$ cat src/rtl/uncache_bridge_pkg.sv
// Shared types and constants for the uncached access path.
// FSM states, AXI size/response codes and the uncached-region window.
package uncache_bridge_pkg;

  typedef enum logic [2:0] {
    IDLE,
    RD_A,
    RD_D,
    WR_AW,
    WR_B,
    DONE
  } uncache_state_t;

  localparam logic [2:0] AXI_SIZE_B = 3'b000;
  localparam logic [2:0] AXI_SIZE_H = 3'b001;
  localparam logic [2:0] AXI_SIZE_W = 3'b010;

  localparam logic [1:0] AXI_RESP_OKAY = 2'b00;

  localparam logic [31:0] UNCACHE_BASE = 32'h1FAF_0000;
  localparam logic [15:0] UNCACHE_HI   = 16'h1FAF;

  function automatic logic is_uncached(input logic [31:0] pa);
    return pa[31:16] == UNCACHE_HI;
  endfunction

endpackage

$ cat src/rtl/uncache_bridge_if.sv
// Single-beat AXI3-style bus between the uncache bridge and the crossbar.
// master: bridge side (drives AR/AW/W, ready for R/B); slave: bus side.
interface uncache_bridge_if #(
  parameter int ADDR_W = 32,
  parameter int DATA_W = 32
) ();
  localparam int STRB = DATA_W / 8;

  logic [3:0]        arid;
  logic [ADDR_W-1:0] araddr;
  logic [2:0]        arsize;
  logic              arvalid;
  logic              arready;

  logic [3:0]        rid;
  logic [DATA_W-1:0] rdata;
  logic [1:0]        rresp;
  logic              rlast;
  logic              rvalid;
  logic              rready;

  logic [3:0]        awid;
  logic [ADDR_W-1:0] awaddr;
  logic [2:0]        awsize;
  logic              awvalid;
  logic              awready;

  logic [3:0]        wid;
  logic [DATA_W-1:0] wdata;
  logic [STRB-1:0]   wstrb;
  logic              wlast;
  logic              wvalid;
  logic              wready;

  logic [3:0]        bid;
  logic [1:0]        bresp;
  logic              bvalid;
  logic              bready;

  modport master (
    output arid, araddr, arsize, arvalid,
    input  arready,
    input  rid, rdata, rresp, rlast, rvalid,
    output rready,
    output awid, awaddr, awsize, awvalid,
    input  awready,
    output wid, wdata, wstrb, wlast, wvalid,
    input  wready,
    input  bid, bresp, bvalid,
    output bready
  );

  modport slave (
    input  arid, araddr, arsize, arvalid,
    output arready,
    output rid, rdata, rresp, rlast, rvalid,
    input  rready,
    input  awid, awaddr, awsize, awvalid,
    output awready,
    input  wid, wdata, wstrb, wlast, wvalid,
    output wready,
    output bid, bresp, bvalid,
    input  bready
  );

endinterface

$ cat src/rtl/uncache_bridge.sv
// Uncached MMIO agent: one CPU request -> one single-beat AXI read/write.
// Ports: clk/rst, CPU req_*/resp_*/busy, axi (uncache_bridge_if.master).
module uncache_bridge
  import uncache_bridge_pkg::*;
#(
  parameter int         ADDR_W = 32,
  parameter int         DATA_W = 32,
  parameter logic [3:0] AXI_ID = 4'd2
) (
  input  logic                clk,
  input  logic                rst,

  input  logic                req_valid,
  input  logic                req_wr,
  input  logic [ADDR_W-1:0]   req_addr,
  input  logic [1:0]          req_size,
  input  logic [DATA_W/8-1:0] req_wstrb,
  input  logic [DATA_W-1:0]   req_wdata,
  output logic                req_ready,

  output logic                resp_valid,
  output logic [DATA_W-1:0]   resp_rdata,
  output logic                busy,

  uncache_bridge_if.master    axi
);

  localparam int STRB = DATA_W / 8;

  uncache_state_t    r_state;
  uncache_state_t    w_next;

  logic [ADDR_W-1:0] r_addr;
  logic [1:0]        r_size;
  logic [STRB-1:0]   r_wstrb;
  logic [DATA_W-1:0] r_wdata;
  logic [DATA_W-1:0] r_rdata;
  logic              r_aw_done;
  logic              r_w_done;

  logic              w_accept;
  logic              w_awvalid;
  logic              w_wvalid;
  logic              w_aw_ok;
  logic              w_w_ok;
  logic              w_unused;

  assign req_ready = (r_state == IDLE);
  assign w_accept  = req_valid & req_ready;

  // valids come only from registered state/flags, never from ready
  assign w_awvalid = (r_state == WR_AW) & ~r_aw_done;
  assign w_wvalid  = (r_state == WR_AW) & ~r_w_done;

  // a channel counts as done if it was done earlier or handshakes now
  assign w_aw_ok = r_aw_done | (w_awvalid & axi.awready);
  assign w_w_ok  = r_w_done  | (w_wvalid  & axi.wready);

  always_ff @(posedge clk) begin
    if (rst) begin
      r_state   <= IDLE;
      r_addr    <= '0;
      r_size    <= '0;
      r_wstrb   <= '0;
      r_wdata   <= '0;
      r_rdata   <= '0;
      r_aw_done <= 1'b0;
      r_w_done  <= 1'b0;
    end else begin
      r_state <= w_next;
      if (w_accept) begin
        r_addr    <= req_addr;
        r_size    <= req_size;
        r_wstrb   <= req_wstrb;
        r_wdata   <= req_wdata;
        r_aw_done <= 1'b0;
        r_w_done  <= 1'b0;
      end
      if (r_state == WR_AW) begin
        r_aw_done <= w_aw_ok;
        r_w_done  <= w_w_ok;
      end
      if ((r_state == RD_D) && axi.rvalid) begin
        r_rdata <= axi.rdata;
      end
    end
  end

  always_comb begin
    w_next = r_state;
    unique case (r_state)
      IDLE:    if (req_valid) w_next = req_wr ? WR_AW : RD_A;
      RD_A:    if (axi.arready) w_next = RD_D;
      RD_D:    if (axi.rvalid) w_next = DONE;
      WR_AW:   if (w_aw_ok && w_w_ok) w_next = WR_B;
      WR_B:    if (axi.bvalid) w_next = DONE;
      DONE:    w_next = IDLE;
      default: w_next = IDLE;
    endcase
  end

  assign resp_valid = (r_state == DONE);
  assign resp_rdata = r_rdata;
  assign busy       = (r_state != IDLE);

  assign axi.arid    = AXI_ID;
  assign axi.araddr  = r_addr;
  assign axi.arsize  = {1'b0, r_size};
  assign axi.arvalid = (r_state == RD_A);
  assign axi.rready  = (r_state == RD_D);

  assign axi.awid    = AXI_ID;
  assign axi.awaddr  = r_addr;
  assign axi.awsize  = {1'b0, r_size};
  assign axi.awvalid = w_awvalid;

  assign axi.wid     = AXI_ID;
  assign axi.wdata   = r_wdata;
  assign axi.wstrb   = r_wstrb;
  assign axi.wlast   = 1'b1;
  assign axi.wvalid  = w_wvalid;

  assign axi.bready  = (r_state == WR_B);

  // responses, ids and rlast are deliberately not inspected
  assign w_unused = &{1'b0, axi.rid, axi.rresp, axi.rlast,
                      axi.bid, axi.bresp};

endmodule
$ cat src/flat_wrapper.sv
// flat-port wrapper written by rule: the top's interface ports become plain ports
module uncache_bridge_flat import uncache_bridge_pkg::*;
#(
  parameter int         ADDR_W = 32,
  parameter int         DATA_W = 32,
  parameter logic [3:0] AXI_ID = 4'd2
)
  (clk, rst, req_valid, req_wr, req_addr, req_size, req_wstrb, req_wdata, req_ready, resp_valid, resp_rdata, busy, axi_arid, axi_araddr, axi_arsize, axi_arvalid, axi_arready, axi_rid, axi_rdata, axi_rresp, axi_rlast, axi_rvalid, axi_rready, axi_awid, axi_awaddr, axi_awsize, axi_awvalid, axi_awready, axi_wid, axi_wdata, axi_wstrb, axi_wlast, axi_wvalid, axi_wready, axi_bid, axi_bresp, axi_bvalid, axi_bready);
  uncache_bridge_if #(.ADDR_W(ADDR_W), .DATA_W(DATA_W)) axi_i ();
  input  logic clk;
  input  logic rst;
  input  logic req_valid;
  input  logic req_wr;
  input  logic [ADDR_W-1:0] req_addr;
  input  logic [1:0] req_size;
  input  logic [DATA_W/8-1:0] req_wstrb;
  input  logic [DATA_W-1:0] req_wdata;
  output logic req_ready;
  output logic resp_valid;
  output logic [DATA_W-1:0] resp_rdata;
  output logic busy;
  output wire logic [$bits(axi_i.arid)-1:0] axi_arid;
  output wire logic [$bits(axi_i.araddr)-1:0] axi_araddr;
  output wire logic [$bits(axi_i.arsize)-1:0] axi_arsize;
  output wire logic [$bits(axi_i.arvalid)-1:0] axi_arvalid;
  input wire logic [$bits(axi_i.arready)-1:0] axi_arready;
  input wire logic [$bits(axi_i.rid)-1:0] axi_rid;
  input wire logic [$bits(axi_i.rdata)-1:0] axi_rdata;
  input wire logic [$bits(axi_i.rresp)-1:0] axi_rresp;
  input wire logic [$bits(axi_i.rlast)-1:0] axi_rlast;
  input wire logic [$bits(axi_i.rvalid)-1:0] axi_rvalid;
  output wire logic [$bits(axi_i.rready)-1:0] axi_rready;
  output wire logic [$bits(axi_i.awid)-1:0] axi_awid;
  output wire logic [$bits(axi_i.awaddr)-1:0] axi_awaddr;
  output wire logic [$bits(axi_i.awsize)-1:0] axi_awsize;
  output wire logic [$bits(axi_i.awvalid)-1:0] axi_awvalid;
  input wire logic [$bits(axi_i.awready)-1:0] axi_awready;
  output wire logic [$bits(axi_i.wid)-1:0] axi_wid;
  output wire logic [$bits(axi_i.wdata)-1:0] axi_wdata;
  output wire logic [$bits(axi_i.wstrb)-1:0] axi_wstrb;
  output wire logic [$bits(axi_i.wlast)-1:0] axi_wlast;
  output wire logic [$bits(axi_i.wvalid)-1:0] axi_wvalid;
  input wire logic [$bits(axi_i.wready)-1:0] axi_wready;
  input wire logic [$bits(axi_i.bid)-1:0] axi_bid;
  input wire logic [$bits(axi_i.bresp)-1:0] axi_bresp;
  input wire logic [$bits(axi_i.bvalid)-1:0] axi_bvalid;
  output wire logic [$bits(axi_i.bready)-1:0] axi_bready;
  assign axi_arid = axi_i.arid;
  assign axi_araddr = axi_i.araddr;
  assign axi_arsize = axi_i.arsize;
  assign axi_arvalid = axi_i.arvalid;
  assign axi_i.arready = axi_arready;
  assign axi_i.rid = axi_rid;
  assign axi_i.rdata = axi_rdata;
  assign axi_i.rresp = axi_rresp;
  assign axi_i.rlast = axi_rlast;
  assign axi_i.rvalid = axi_rvalid;
  assign axi_rready = axi_i.rready;
  assign axi_awid = axi_i.awid;
  assign axi_awaddr = axi_i.awaddr;
  assign axi_awsize = axi_i.awsize;
  assign axi_awvalid = axi_i.awvalid;
  assign axi_i.awready = axi_awready;
  assign axi_wid = axi_i.wid;
  assign axi_wdata = axi_i.wdata;
  assign axi_wstrb = axi_i.wstrb;
  assign axi_wlast = axi_i.wlast;
  assign axi_wvalid = axi_i.wvalid;
  assign axi_i.wready = axi_wready;
  assign axi_i.bid = axi_bid;
  assign axi_i.bresp = axi_bresp;
  assign axi_i.bvalid = axi_bvalid;
  assign axi_bready = axi_i.bready;
  uncache_bridge #(.ADDR_W(ADDR_W), .DATA_W(DATA_W), .AXI_ID(AXI_ID)) u_core (.clk(clk), .rst(rst), .req_valid(req_valid), .req_wr(req_wr), .req_addr(req_addr), .req_size(req_size), .req_wstrb(req_wstrb), .req_wdata(req_wdata), .req_ready(req_ready), .resp_valid(resp_valid), .resp_rdata(resp_rdata), .busy(busy), .axi(axi_i));
endmodule
$ cat config.mk
export PLATFORM = sky130hd
export DESIGN_NAME = uncache_bridge_flat
export DESIGN_NICKNAME = d
export VERILOG_FILES = /design/src/rtl/uncache_bridge_pkg.sv /design/src/rtl/uncache_bridge_if.sv /design/src/rtl/uncache_bridge.sv /design/src/flat_wrapper.sv
export SDC_FILE = /design/constraint.sdc
export NUM_CORES = 1
export LEC_CHECK = 0
export CAP_MARGIN = 20
export CELL_PAD_IN_SITES_DETAIL_PLACEMENT = 0
export CELL_PAD_IN_SITES_GLOBAL_PLACEMENT = 1
export CORE_MARGIN = 4
export CORE_UTILIZATION = 26
export CTS_CLUSTER_DIAMETER = 60
export DETAILED_ROUTE_END_ITERATION = 10
export GPL_TIMING_DRIVEN = 0
export MAX_ROUTING_LAYER = met4
export PLACE_DENSITY = 0.85
export RECOVER_POWER = 25
export SETUP_SLACK_MARGIN = 0.05
export SYNTH_ARGS = -nofsm -noshare
export SYNTH_HDL_FRONTEND = slang
export SYNTH_SLANG_ARGS = --single-unit
$ cat constraint.sdc
create_clock -name clk -period 2.4 [get_ports clk]
set_input_delay 0.48 -clock clk [delete_from_list [all_inputs] [get_ports clk]]
set_output_delay 0.48 -clock clk [all_outputs]
set_load 0.01 [all_outputs]
# Word level (Yosys, flattened, before mapping)
# Index checks and enable logic that the tools add are counted.
[word_totals]
regBits = 107
word_cells = 43
[op_classes]
reduce_logical = 6
eq_ne = 10
n_bitwise = 9
mux = 10
[ops]
columns = ["op", "n"]
rows = [
  ["$mux W3", 5],
  ["$pmux W3 S5", 1],
  ["$ne A2 B2 Y1 const B", 4],
  ["$eq A3 B2 Y1 const B", 2],
  ["$eq A3 B3 Y1 const B", 2],
  ["$and A1 B1 Y1", 5],
  ["$reduce_and A5 Y1", 1],
  ["$eq A3 B1 Y1 const B", 1],
  ["$logic_not A3 Y1", 1],
  ["$mux W1", 3],
  ["$reduce_bool A3 Y1", 1],
  ["$logic_and A1 B1 Y1", 2],
  ["$mux W2", 1],
  ["$ne A2 B1 Y1 const B", 1],
  ["$not A1 Y1", 2],
  ["$or A1 B1 Y1", 2],
  ["$reduce_bool A2 Y1", 1],
]

# Longest topological paths before layout
[logic_depth]
ltp_word = 7
mapped_depth = 7
ltp_nobuf = 5

# Worst setup path before layout
# No wires, ideal clock.
[synth_timing]
path_type = "flip-flop to output port"
from = "register u_core.r_state[2]"
to = "output axi_bready"
arrival_ps = 1020
required_time_ps = 1920
path_stages_with_launch = 4
setup_slack_ps = 900
cell_sequence = "dfxtp_1 inv_2 or3_1 inv_1"
[synth_via]
elab_chain_len = 1
[synth_rtl]
columns = ["element", "line_no", "rtl"]
rows = [
  ["start, declared", "uncache_bridge.sv:30", "uncache_state_t r_state;"],
  ["start signal, assigned", "uncache_bridge.sv:70", "r_state <= w_next;"],
  ["$eq A3 B3 Y1", "uncache_bridge.sv:123", "assign axi.bready = (r_state == WR_B);"],
  ["end, declared", "flat_wrapper.sv:47", "output wire logic [$bits(axi_i.bready)-1:0] axi_bready;"],
]
# Every way passes these cells.

# Worst setup path after layout
[layout_timing]
from = "register u_core.r_state[2]"
to = "output axi_awvalid"
[layout_via]
elab_chain_len = 2
[layout_rtl]
columns = ["element", "line_no", "rtl"]
rows = [
  ["$eq A3 B2 Y1", "uncache_bridge.sv:52", "assign w_awvalid = (r_state == WR_AW) & ~r_aw_done;"],
  ["$and A1 B1 Y1", "uncache_bridge.sv:52", ""],
  ["end, declared", "flat_wrapper.sv:36", "output wire logic [$bits(axi_i.awvalid)-1:0] axi_awvalid;"],
]
# Every way passes these cells.

==> metrics <==
CTS buffer count 9; final wirelength about 15 mm; gr ovfl total 0; DP Worst Slack roughly 0.28 ns; routability cong. between 0.7 and 0.8; WP data required 1.92 ns; H-Tree Depth 3; Max-Cap Viols 0; final critical-path required period ~2.2 ns; vias about 4300; die area 0.0186 sq mm; RSZ-0062 raised after global routing false; Clock Sinks approximately 110; pin count of the biggest net entering global routing 19; Final setup viols 0; Hold Path Class reg -> reg; starting density of the core 26.8%; IO Port Bufs 253; Final nets 941; row cnt 46; EDFF count, synth 0; initial DRC count 85; IO Pins ~280; CTS root buffer clkbuf_16; vias in the first global route 4177; fmax around 440 MHz; register bit total from synthesis between 100 and 150; fraction of layout cells with a size suffix above 1 10.7%; Die Span Y 136 um; Peak VDD IR approximately 0.35 mV; CP startpoint kind flip-flop; Setup TNS 0 ns; Final Max Tran Viols 0; yosys warns 0; routed length per instance about 15 um; vias per cell 4.19; Clock Path Buffers 2; clock transition at the registers of the reported paths about 0.080 ns; post-route setup slack around 0.15 ns; async set or reset register ratio after synthesis 0%; Power Total 6.93 mW; CORE AREA 0.0160 sq mm; critical path class reg -> out; final-report hold violation count 0; PwrDens just over 900 mW/mm^2; clock network latency to the later pin of the worst-skew pair between 0.3 and 0.4 ns; Routed Antenna Nets 0; count of different cell masters after synthesis 31; Syn Area/Cell around 8 sq um; initial antenna violation count 0; die width around 140 um; Top FF cell, synth dfxtp_1; Leakage Power about 2.8 nW; synthesis-to-layout area growth 73.3%; Slew headroom between 50% and 60%; first-pass GRT wire length ~22 mm; Post-route DRC 0; antenna fix cells 0; actual slew at the worst max-slew pin around 0.66 ns; 1st-pass router iterations 6; CP max FO 7; Area after DPL between 0.007 and 0.008 sq mm; Syn Inst Count around 540; outcome finished clean; post-synthesis sequential area ratio 50.0%; Post-Syn Area 0.00428 sq mm; post-route cell area 0.00742 sq mm; Final Skew 0.00969 ns; hpwl dp about 12 mm; WP data arrival 1.77 ns; period utilisation layout 93.7%; TritonCTS clock tree done; hold buffers post-CTS 0; CP Capture Type primary output; Tot GR Track Use 16.2%
[timing repair]
action	in CTS	in global routing
gates resized for setup	2	4
pin swaps	0	0
setup buffers	0	1
setup endpoints to repair	3	3
[cell usage in the layout (no fill, tap or decap), types with 2 or more instances in the layout]
cell,n
buf_2,8
a21oi_1,104
dfxtp_1,105
clkbuf_1,24
clkbuf_16,9
a31oi_1,3
dlygate4sd3_1,2
nor3_1,3
o21ai_0,2
nor2_1,4
inv_1,2
dlymetal6s2s_1,2
and2_1,2
mux2i_1,2
dfxtp_4,2
nand2_1,207
nor3b_1,2
bufinv_16,2
clkbuf_8,2
conb_1,15
clkdlybuf4s50_1,249
buf_4,51
[critical path, stage by stage, from the launching register on]
cell and delay, ns:
dfxtp_4 0.38, and2b_2 0.26, nand2_1 0.12, nor2_1 0.10, clkdlybuf4s50_1 0.56
[final timing paths]
path / start / depth (start not counted) / slack (ns) / endpoint
min: u_core.axi.wdata[1] / 2 / 0.45 / u_core.axi.wdata[1]
max reg2reg: u_core.r_state[1] / 7 / 0.33 / u_core.axi.wdata[7]
max: u_core.r_state[2] / 4 / 0.15 / axi_awvalid
min reg2reg: u_core.axi.wdata[1] / 2 / 0.45 / u_core.axi.wdata[1]
[cell families (layout without fill, tap and decap cells)]
kind of cell	Yosys count	after routing	synth area share (%)
other cells	2	15	0.175
mux	3	3	0.730
compound gates	112	112	13.7
simple gates	227	227	21.1
flops	107	107	50.0
buf+inv	88	358	14.3
[power by group]
| part | internal (mW) | switching [mW] | total (mW) | leakage (nW) |
|---|---|---|---|---|
| registers | 2.12 | 0.229 | 2.35 | 0.875 |
| clock network | 0.957 | 0.705 | 1.66 | 0.161 |
| logic | 1.51 | 1.41 | 2.92 | 1.78 |
| total | 4.59 | 2.35 | 6.93 | 2.82 |
[per-layer routing]
layer / wire [um] / share of wire, % / global-route usage [%] / up-vias
met5: 0 / 0 / - / -
met4: 189 / 1.2 / 4.70 / 0
met3: 1540 / 10 / 5.37 / 11
met2: 6960 / 46 / 26.6 / 207
met1: 6470 / 43 / 18.8 / 1918
li1: - / - / - / 2213
[synthesized netlist by cell type, types with 2 or more instances]
master / n / share of area, %
clkbuf_1: 13 / 1.1
buf_6: 9 / 2.4
nand2_1: 207 / 18
nor3_1: 3 / 0.35
dfxtp_1: 107 / 50
nor3b_1: 2 / 0.35
a21oi_1: 104 / 12
conb_1: 2 / 0.18
inv_1: 2 / 0.18
a31oi_1: 3 / 0.44
buf_4: 50 / 8.8
and2_1: 2 / 0.29
nor2_1: 4 / 0.35
o21ai_0: 2 / 0.23
buf_2: 12 / 1.4
mux2i_1: 2 / 0.47
[per-stage QoR]
| step | hold WS (ns) | utilization, % | cells |
|---|---|---|---|
| 3_5_place_dp | 0.446 | 44.6 | 1021 |
| 4_1_cts | 0.456 | 46.7 | 1037 |
| 5_1_grt | 0.469 | 46.4 | 1038 |
| 6_report | 0.455 | 46.4 | 1038 |
| 3_3_place_gp | 0.440 | 44.6 | 1021 |
| 2_1_floorplan | 0.481 | - | 552 |
[layout make-up]
| cell class | count | area [sq um] |
|---|---|---|
| Tap cell | 216 | 270 |
| Clock inverter | 6 | 96.3 |
| Sequential cell | 107 | 2150 |
| Inverter | 3 | 11.3 |
| Buffer | 85 | 536 |
| Clock buffer | 10 | 239 |
| Fill cell | 1660 | 8580 |
| Timing Repair Buffer | 254 | 2540 |
| Multi-Input combinational cell | 357 | 1570 |
[flip-flops by register name, indices dropped and copies added, names as in the netlist]
name,count
u_core.axi.araddr,32
u_core.axi.wdata,32
u_core.axi.wstrb,4
u_core.r_aw_done,1
u_core.r_size,2
u_core.r_state,3
u_core.r_w_done,1
u_core.resp_rdata,32
(Power assumes the default switching activity.)
